$ cat src/rtl/rx_deframer_pkg.sv
// Shared types and constants for the receive deframer.
package rx_deframer_pkg;
  typedef enum logic [1:0] {HUNT, PHR, PAYLOAD} stateT;
  typedef enum logic [1:0] {ERR_NONE, ERR_LEN, ERR_OVF, ERR_TMO} errCodeT;

  localparam logic [7:0] SFD_DEFAULT = 8'hA7;
  localparam int         PHR_W       = 8;
endpackage

$ cat src/rtl/rx_sync_detect.sv
// Sliding preamble+SFD window; match fires combinationally on the completing bit.
module rx_sync_detect
  import rx_deframer_pkg::*;
#(
  parameter int         PREAMBLE_MIN = 8,
  parameter logic [7:0] SYNC_WORD    = SFD_DEFAULT
) (
  input  logic gclk,
  input  logic grst_n,
  input  logic bitIn,
  input  logic strobe,
  input  logic clear,
  output logic match
);
  localparam int W = PREAMBLE_MIN + 8;
  localparam logic [W-1:0] TARGET = {SYNC_WORD, {PREAMBLE_MIN{1'b0}}};

  // Only the W-1 most recent bits are stored; the incoming bit completes the window.
  logic [W-2:0] window;

  assign match = strobe && !clear && ({bitIn, window} == TARGET);

  always_ff @(posedge gclk or negedge grst_n)
    if (!grst_n)     window <= '1;
    else if (clear)  window <= '1;
    else if (strobe) window <= {bitIn, window[W-2:1]};
endmodule

$ cat src/rtl/rx_deframer.sv
// Receive deframer: hunts preamble+SFD, captures PHR length, emits payload nibbles.
module rx_deframer
  import rx_deframer_pkg::*;
#(
  parameter logic [7:0] SYNC_WORD    = SFD_DEFAULT,
  parameter int         PREAMBLE_MIN = 8,
  parameter int         MAX_LEN      = 127,
  parameter int         TIMEOUT      = 1024
) (
  input  logic       i_clk,
  input  logic       i_rst_n,
  input  logic       i_flag,
  input  logic       i_data,
  input  logic       i_full,
  output logic       o_wr_en,
  output logic [3:0] o_data,
  output logic       o_frame_start,
  output logic       o_frame_done,
  output logic       o_frame_err,
  output logic [1:0] o_err_code,
  output logic [6:0] o_len,
  output logic       o_busy
);
  localparam int TW = $clog2(TIMEOUT + 1);

  stateT         state, stateNxt;
  errCodeT       errCode, codeD;
  logic          match;
  logic [6:0]    phrSh;
  logic [2:0]    phrCnt;
  logic [2:0]    nibSh;
  logic [3:0]    nibble;
  logic [1:0]    nibBit;
  logic [7:0]    nibLeft;
  logic          ovf;
  logic [TW-1:0] idle;
  logic          inPhr, inPay, phrLast, nibLast, lenBad, tmo;
  logic          wrD, startD, doneD, errD, busyD;
  logic [3:0]    dataD;
  logic [6:0]    lenD;

  rx_sync_detect #(.PREAMBLE_MIN(PREAMBLE_MIN), .SYNC_WORD(SYNC_WORD)) uSync (
    .gclk  (i_clk),
    .grst_n(i_rst_n),
    .bitIn (i_data),
    .strobe(i_flag),
    .clear (state != HUNT),
    .match (match)
  );

  assign inPhr   = (state == PHR);
  assign inPay   = (state == PAYLOAD);
  assign phrLast = i_flag && (phrCnt == 3'(PHR_W - 1));
  assign nibLast = i_flag && (nibBit == 2'd3);
  assign nibble  = {i_data, nibSh};
  assign lenBad  = (phrSh == 7'd0) || (int'(phrSh) > MAX_LEN);
  // A strobe in the expiry cycle keeps the frame alive.
  assign tmo     = !i_flag && (idle == TW'(TIMEOUT - 1));

  always_ff @(posedge i_clk or negedge i_rst_n)
    if (!i_rst_n) state <= HUNT;
    else          state <= stateNxt;

  always_comb begin
    stateNxt = state;
    unique case (state)
      HUNT:    if (match) stateNxt = PHR;
      PHR:     if (tmo) stateNxt = HUNT;
               else if (phrLast) stateNxt = lenBad ? HUNT : PAYLOAD;
      PAYLOAD: if (tmo || (nibLast && nibLeft == 8'd1)) stateNxt = HUNT;
      default: stateNxt = HUNT;
    endcase
  end

  always_comb begin
    startD = 1'b0;
    wrD    = 1'b0;
    doneD  = 1'b0;
    errD   = 1'b0;
    dataD  = o_data;
    lenD   = o_len;
    codeD  = errCode;
    busyD  = (stateNxt != HUNT);
    unique case (state)
      HUNT:
        if (match) begin
          startD = 1'b1;
          codeD  = ERR_NONE;
        end
      PHR:
        if (tmo) begin
          errD  = 1'b1;
          codeD = ERR_TMO;
        end else if (phrLast) begin
          lenD = phrSh;
          if (lenBad) begin
            errD  = 1'b1;
            codeD = ERR_LEN;
          end
        end
      PAYLOAD:
        if (tmo) begin
          errD  = 1'b1;
          codeD = ERR_TMO;
        end else if (nibLast) begin
          dataD = nibble;
          wrD   = !i_full;
          if (nibLeft == 8'd1) begin
            if (ovf || i_full) begin
              errD  = 1'b1;
              codeD = ERR_OVF;
            end else begin
              doneD = 1'b1;
            end
          end
        end
      default: ;
    endcase
  end

  always_ff @(posedge i_clk or negedge i_rst_n)
    if (!i_rst_n) begin
      o_wr_en       <= 1'b0;
      o_data        <= '0;
      o_frame_start <= 1'b0;
      o_frame_done  <= 1'b0;
      o_frame_err   <= 1'b0;
      o_len         <= '0;
      o_busy        <= 1'b0;
      errCode       <= ERR_NONE;
    end else begin
      o_wr_en       <= wrD;
      o_data        <= dataD;
      o_frame_start <= startD;
      o_frame_done  <= doneD;
      o_frame_err   <= errD;
      o_len         <= lenD;
      o_busy        <= busyD;
      errCode       <= codeD;
    end

  assign o_err_code = errCode;

  // PHR bit 7 is reserved, so only the first seven bits are shifted in.
  always_ff @(posedge i_clk or negedge i_rst_n)
    if (!i_rst_n) begin
      phrSh   <= '0;
      phrCnt  <= '0;
      nibSh   <= '0;
      nibBit  <= '0;
      nibLeft <= '0;
      ovf     <= 1'b0;
      idle    <= '0;
    end else begin
      if (inPhr && i_flag) begin
        if (!phrLast) phrSh <= {i_data, phrSh[6:1]};
        phrCnt <= phrCnt + 3'd1;
      end else if (!inPhr) begin
        phrCnt <= '0;
      end

      if (inPay && i_flag) begin
        nibSh  <= {i_data, nibSh[2:1]};
        nibBit <= nibBit + 2'd1;
      end else if (!inPay) begin
        nibBit <= '0;
      end

      if (inPhr && phrLast)      nibLeft <= {phrSh, 1'b0};
      else if (inPay && nibLast) nibLeft <= nibLeft - 8'd1;

      if (startD)                          ovf <= 1'b0;
      else if (inPay && nibLast && i_full) ovf <= 1'b1;

      if (!(inPhr || inPay) || i_flag) idle <= '0;
      else                             idle <= idle + TW'(1);
    end
endmodule

$ cat config.mk
export PLATFORM = sky130hd
export DESIGN_NAME = rx_deframer
export DESIGN_NICKNAME = d
export VERILOG_FILES = /design/src/rtl/rx_deframer_pkg.sv /design/src/rtl/rx_sync_detect.sv /design/src/rtl/rx_deframer.sv
export SDC_FILE = /design/constraint.sdc
export NUM_CORES = 1
export LEC_CHECK = 0
export CAP_MARGIN = 10
export CELL_PAD_IN_SITES_DETAIL_PLACEMENT = 1
export CELL_PAD_IN_SITES_GLOBAL_PLACEMENT = 1
export CORE_ASPECT_RATIO = 0.75
export CORE_UTILIZATION = 47
export CTS_CLUSTER_DIAMETER = 40
export DETAILED_ROUTE_END_ITERATION = 8
export PLACE_DENSITY = 0.83
export SYNTH_ARGS = -nofsm -noshare
export SYNTH_HDL_FRONTEND = slang
export SYNTH_HIERARCHICAL = 1
export SYNTH_SLANG_ARGS = --single-unit
$ cat constraint.sdc
create_clock -name i_clk -period 3 [get_ports i_clk]
set_clock_uncertainty 0.15 [all_clocks]
set_input_delay 0.3 -clock i_clk [delete_from_list [all_inputs] [get_ports i_clk]]
set_output_delay 0.3 -clock i_clk [all_outputs]
set_load 0.05 [all_outputs]
==> impl_metrics.tcl <==
set metrics [dict create \
    die_height_um 74.2 \
    drive_gt1_frac 0.136 \
    cts.sinks 70 \
    vias 2179 \
    startpoint "state[1]" \
    cts_made_buffers 9 \
    r2r_start "state[1]" \
    postCtsSetupBuffers 0 \
    min_period_ps 2760 \
    violations "design-rule violations" \
    path_clk_slew_ps 70 \
    die_w_um 98.3 \
    cts_tree "done" \
    first_pass_iters 6 \
    critPathMostFrequentCell "inv_1" \
    worstPathMaxFanout 4 \
    reg2regPathDepth 11 \
    synthesis.nets 308 \
    crit_chain "inv_1 -> ha_1 -> inv_1 -> nor4_2 -> nand3_1 -> nor3_2 -> or2b_1 -> nand2b_1 -> a221o_1 -> o22ai_2 -> mux2_2" \
    clock_latency_ps 350 \
    setup_viol_count_final 0 \
    wl_per_cell_um 16.4 \
    slew_headroom 0.461 \
    p_leak_nw 1.84 \
    syn_area_per_cell_um2 11.2 \
    path_depth 11 \
    dieArea_um2 7290 \
    drc 4 \
    initial_core_util 0.502 \
    routed_wl_um 6640 \
    syn-instance-count 293 \
    grt_max_degree 47 \
    irDropWorstVdd_v 0.000281 \
    path_buf_inv 2 \
    holdCritStartpoint "o_data[2]" \
    fillers 704 \
    track_usage 0.206 \
    instances_no_fill 404 \
    critPathSlowestCell "dfrtp_1" \
    final.period_utilization 0.920 \
    core_um2 6510 \
    first_iter_violations 65 \
    hpwl_um 4540 \
    num_antenna_cells 0 \
    synth_edf_count 0 \
    hold_depth 2 \
    crit_required_ps 3070 \
    setup_tns_ps 0 \
    fin_area_um2 3750 \
    powerDensity_nw_per_um2 497 \
    clock_path_buffers 2 \
    gp_congestion 0.798 \
    synth_flop_cell "dfrtp_1" \
    ctsResizeCount 0 \
    io_buffers 22 \
    cp_data_arrival_time_ps 2830 \
    syn_to_final_growth_pct 14.7 \
    ant_nets 0 \
    place_inst 388 \
    syn-cell-area_um2 3270 \
    finalNetCount 334 \
    crit_family "simple AND/OR/NAND/NOR gates" \
    rsz0062_at_grt "no" \
    hp-class "reg -> reg" \
    worst_pin_slew_ps 808 \
    cp-start-kind "flip-flop" \
    grt-ovfl-total 0 \
    outcome "complete, but fails checks" \
    antenna_found_initial 0 \
    num_io_pins 23 \
    hold_violations 0 \
    synthArstFlopShare 1.00 \
    grt_pass1_vias 2234 \
    dpl_cell_area_um2 3560 \
    timing.final.max_slew_violations 0 \
    drv_cap 0 \
    cts_htree_levels 3 \
    synthDistinctLibCells 48 \
    clockRootBuffer "clkbuf_8" \
    yosysSeqAreaShare 0.542 \
    power_mw 1.86 \
    crit_type "reg -> reg" \
    via_per_inst 5.39 \
    critPathMaxStageDelay_ps 420 \
    rows 25 \
    ys_ff_latch 70 \
    max_freq_mhz 362 \
    cp-end-kind "flip-flop" \
    ys_warn_count 6 \
    grt_pass1_wl_um 11400 \
]
[through the flow]
stage / hold WS [ps] / util / setup slack, ps
4_1_cts: 336 / 0.576 / 214
2_1_floorplan: -146 / - / 446
3_5_place_dp: 284 / 0.547 / 248
5_1_grt: 357 / 0.576 / 47.1
6_report: 331 / 0.576 / 239
3_3_place_gp: 276 / 0.547 / 330
[state kept, by name, summed over array words and instances (netlist names), 3 cells and up]
register / cells
idle: 11
nibLeft: 8
nibSh: 3
o_data: 4
o_len: 7
phrCnt: 3
phrSh: 7
uSync/window: 15
[routing by layer]
metal  global-route usage  up-vias  part of all wire
li1                     -     1056                 -
met1                0.294     1082              0.52
met2                0.312       36              0.44
met3               0.0620        5             0.031
met4               0.0498        0            0.0077
met5                    0        -                 0
[cells by family (layout without fill, tap and decap cells)]
logic type	Yosys count	after routing	share of synthesized area
AO/OA/AOI/OAI	38	38	0.0846
buffers and inverters	19	49	0.0299
AND/OR/NAND/NOR	123	123	0.207
flip-flops	70	70	0.542
adder cells (fa/ha/maj)	10	10	0.0383
multiplexers	15	15	0.0505
XOR/XNOR	18	18	0.0482
[synthesized netlist by cell type (all sizes together), types with 2 or more instances]
master  number  area share
a211o       15       0.040
a21oi        6      0.0092
and2         3      0.0057
and3         4      0.0077
and4         4       0.011
buf          9       0.017
clkbuf       4      0.0057
dfrtp       55        0.42
dfstp       15        0.12
ha          10       0.038
inv          6      0.0069
mux2        12       0.041
mux2i        3      0.0092
nand2       40       0.047
nand2b       2      0.0038
nand3        9       0.014
nand4        5       0.014
nor2        20       0.024
nor2b       21       0.040
nor3         6       0.011
nor4         4       0.016
o21ai        9       0.014
xnor2        5       0.013
xor2        13       0.035
[final cells by class]
type,instances,area (µm²),area share
Sequential cell,70,1770,0.472
Clock inverter,5,51.3,0.0137
Inverter,6,22.5,0.00601
Multi-Input combinational cell,204,1400,0.373
Timing Repair Buffer,28,275,0.0734
Clock buffer,10,128,0.0340
Tap cell,81,101,0.0270
[worst register-to-register path, stage by stage (launching register included)]
cell	delay [ps]
dfrtp_1	420
inv_1	110
ha_1	220
inv_1	80
nor4_2	290
nand3_1	130
nor3_2	190
or2b_1	140
nand2b_1	90
a221o_1	290
o22ai_2	180
mux2_2	360
[cell usage in the layout, fill, tap and decap left out, drive strengths merged, types with 4 or more instances in the layout]
cell type | Yosys | routed
and3 | 4 | 4
xor2 | 13 | 13
a211o | 15 | 15
mux2 | 12 | 12
nand2 | 40 | 40
nor2 | 20 | 20
dfstp | 15 | 15
xnor2 | 5 | 5
clkdlybuf4s50 | 0 | 21
clkbuf | 4 | 10
nand4 | 5 | 5
inv | 6 | 6
nand3 | 9 | 9
nor4 | 4 | 4
dfrtp | 55 | 55
a21oi | 6 | 6
buf | 9 | 6
ha | 10 | 10
and4 | 4 | 4
o21ai | 9 | 9
nor2b | 21 | 21
nor3 | 6 | 6
[power breakdown]
| group | leakage, nW | switching, mW | internal [mW] | total, mW |
|---|---|---|---|---|
| clock network | 0.0896 | 0.333 | 0.374 | 0.706 |
| logic | 0.826 | 0.0596 | 0.0605 | 0.120 |
| registers | 0.925 | 0.0319 | 1.00 | 1.04 |
| total | 1.84 | 0.424 | 1.44 | 1.86 |
[path summary, 6_finish.rpt]
path                               endpoint  slack, ps
max                           o_err_code[0]        240
min                               o_data[2]        330
max reg2reg                   o_err_code[0]        240
min reg2reg                       o_data[2]        330
max in group asynchronous  uSync/window[10]       1530
min in group asynchronous          o_len[2]        430
[repair_timing]
item / 4_1_cts / 5_1_grt
hold buffers: 1 / 0
setup endpoints to repair: 0 / 0
endpoints found under the hold margin: 22 / 0
(Power assumes the default switching activity.)
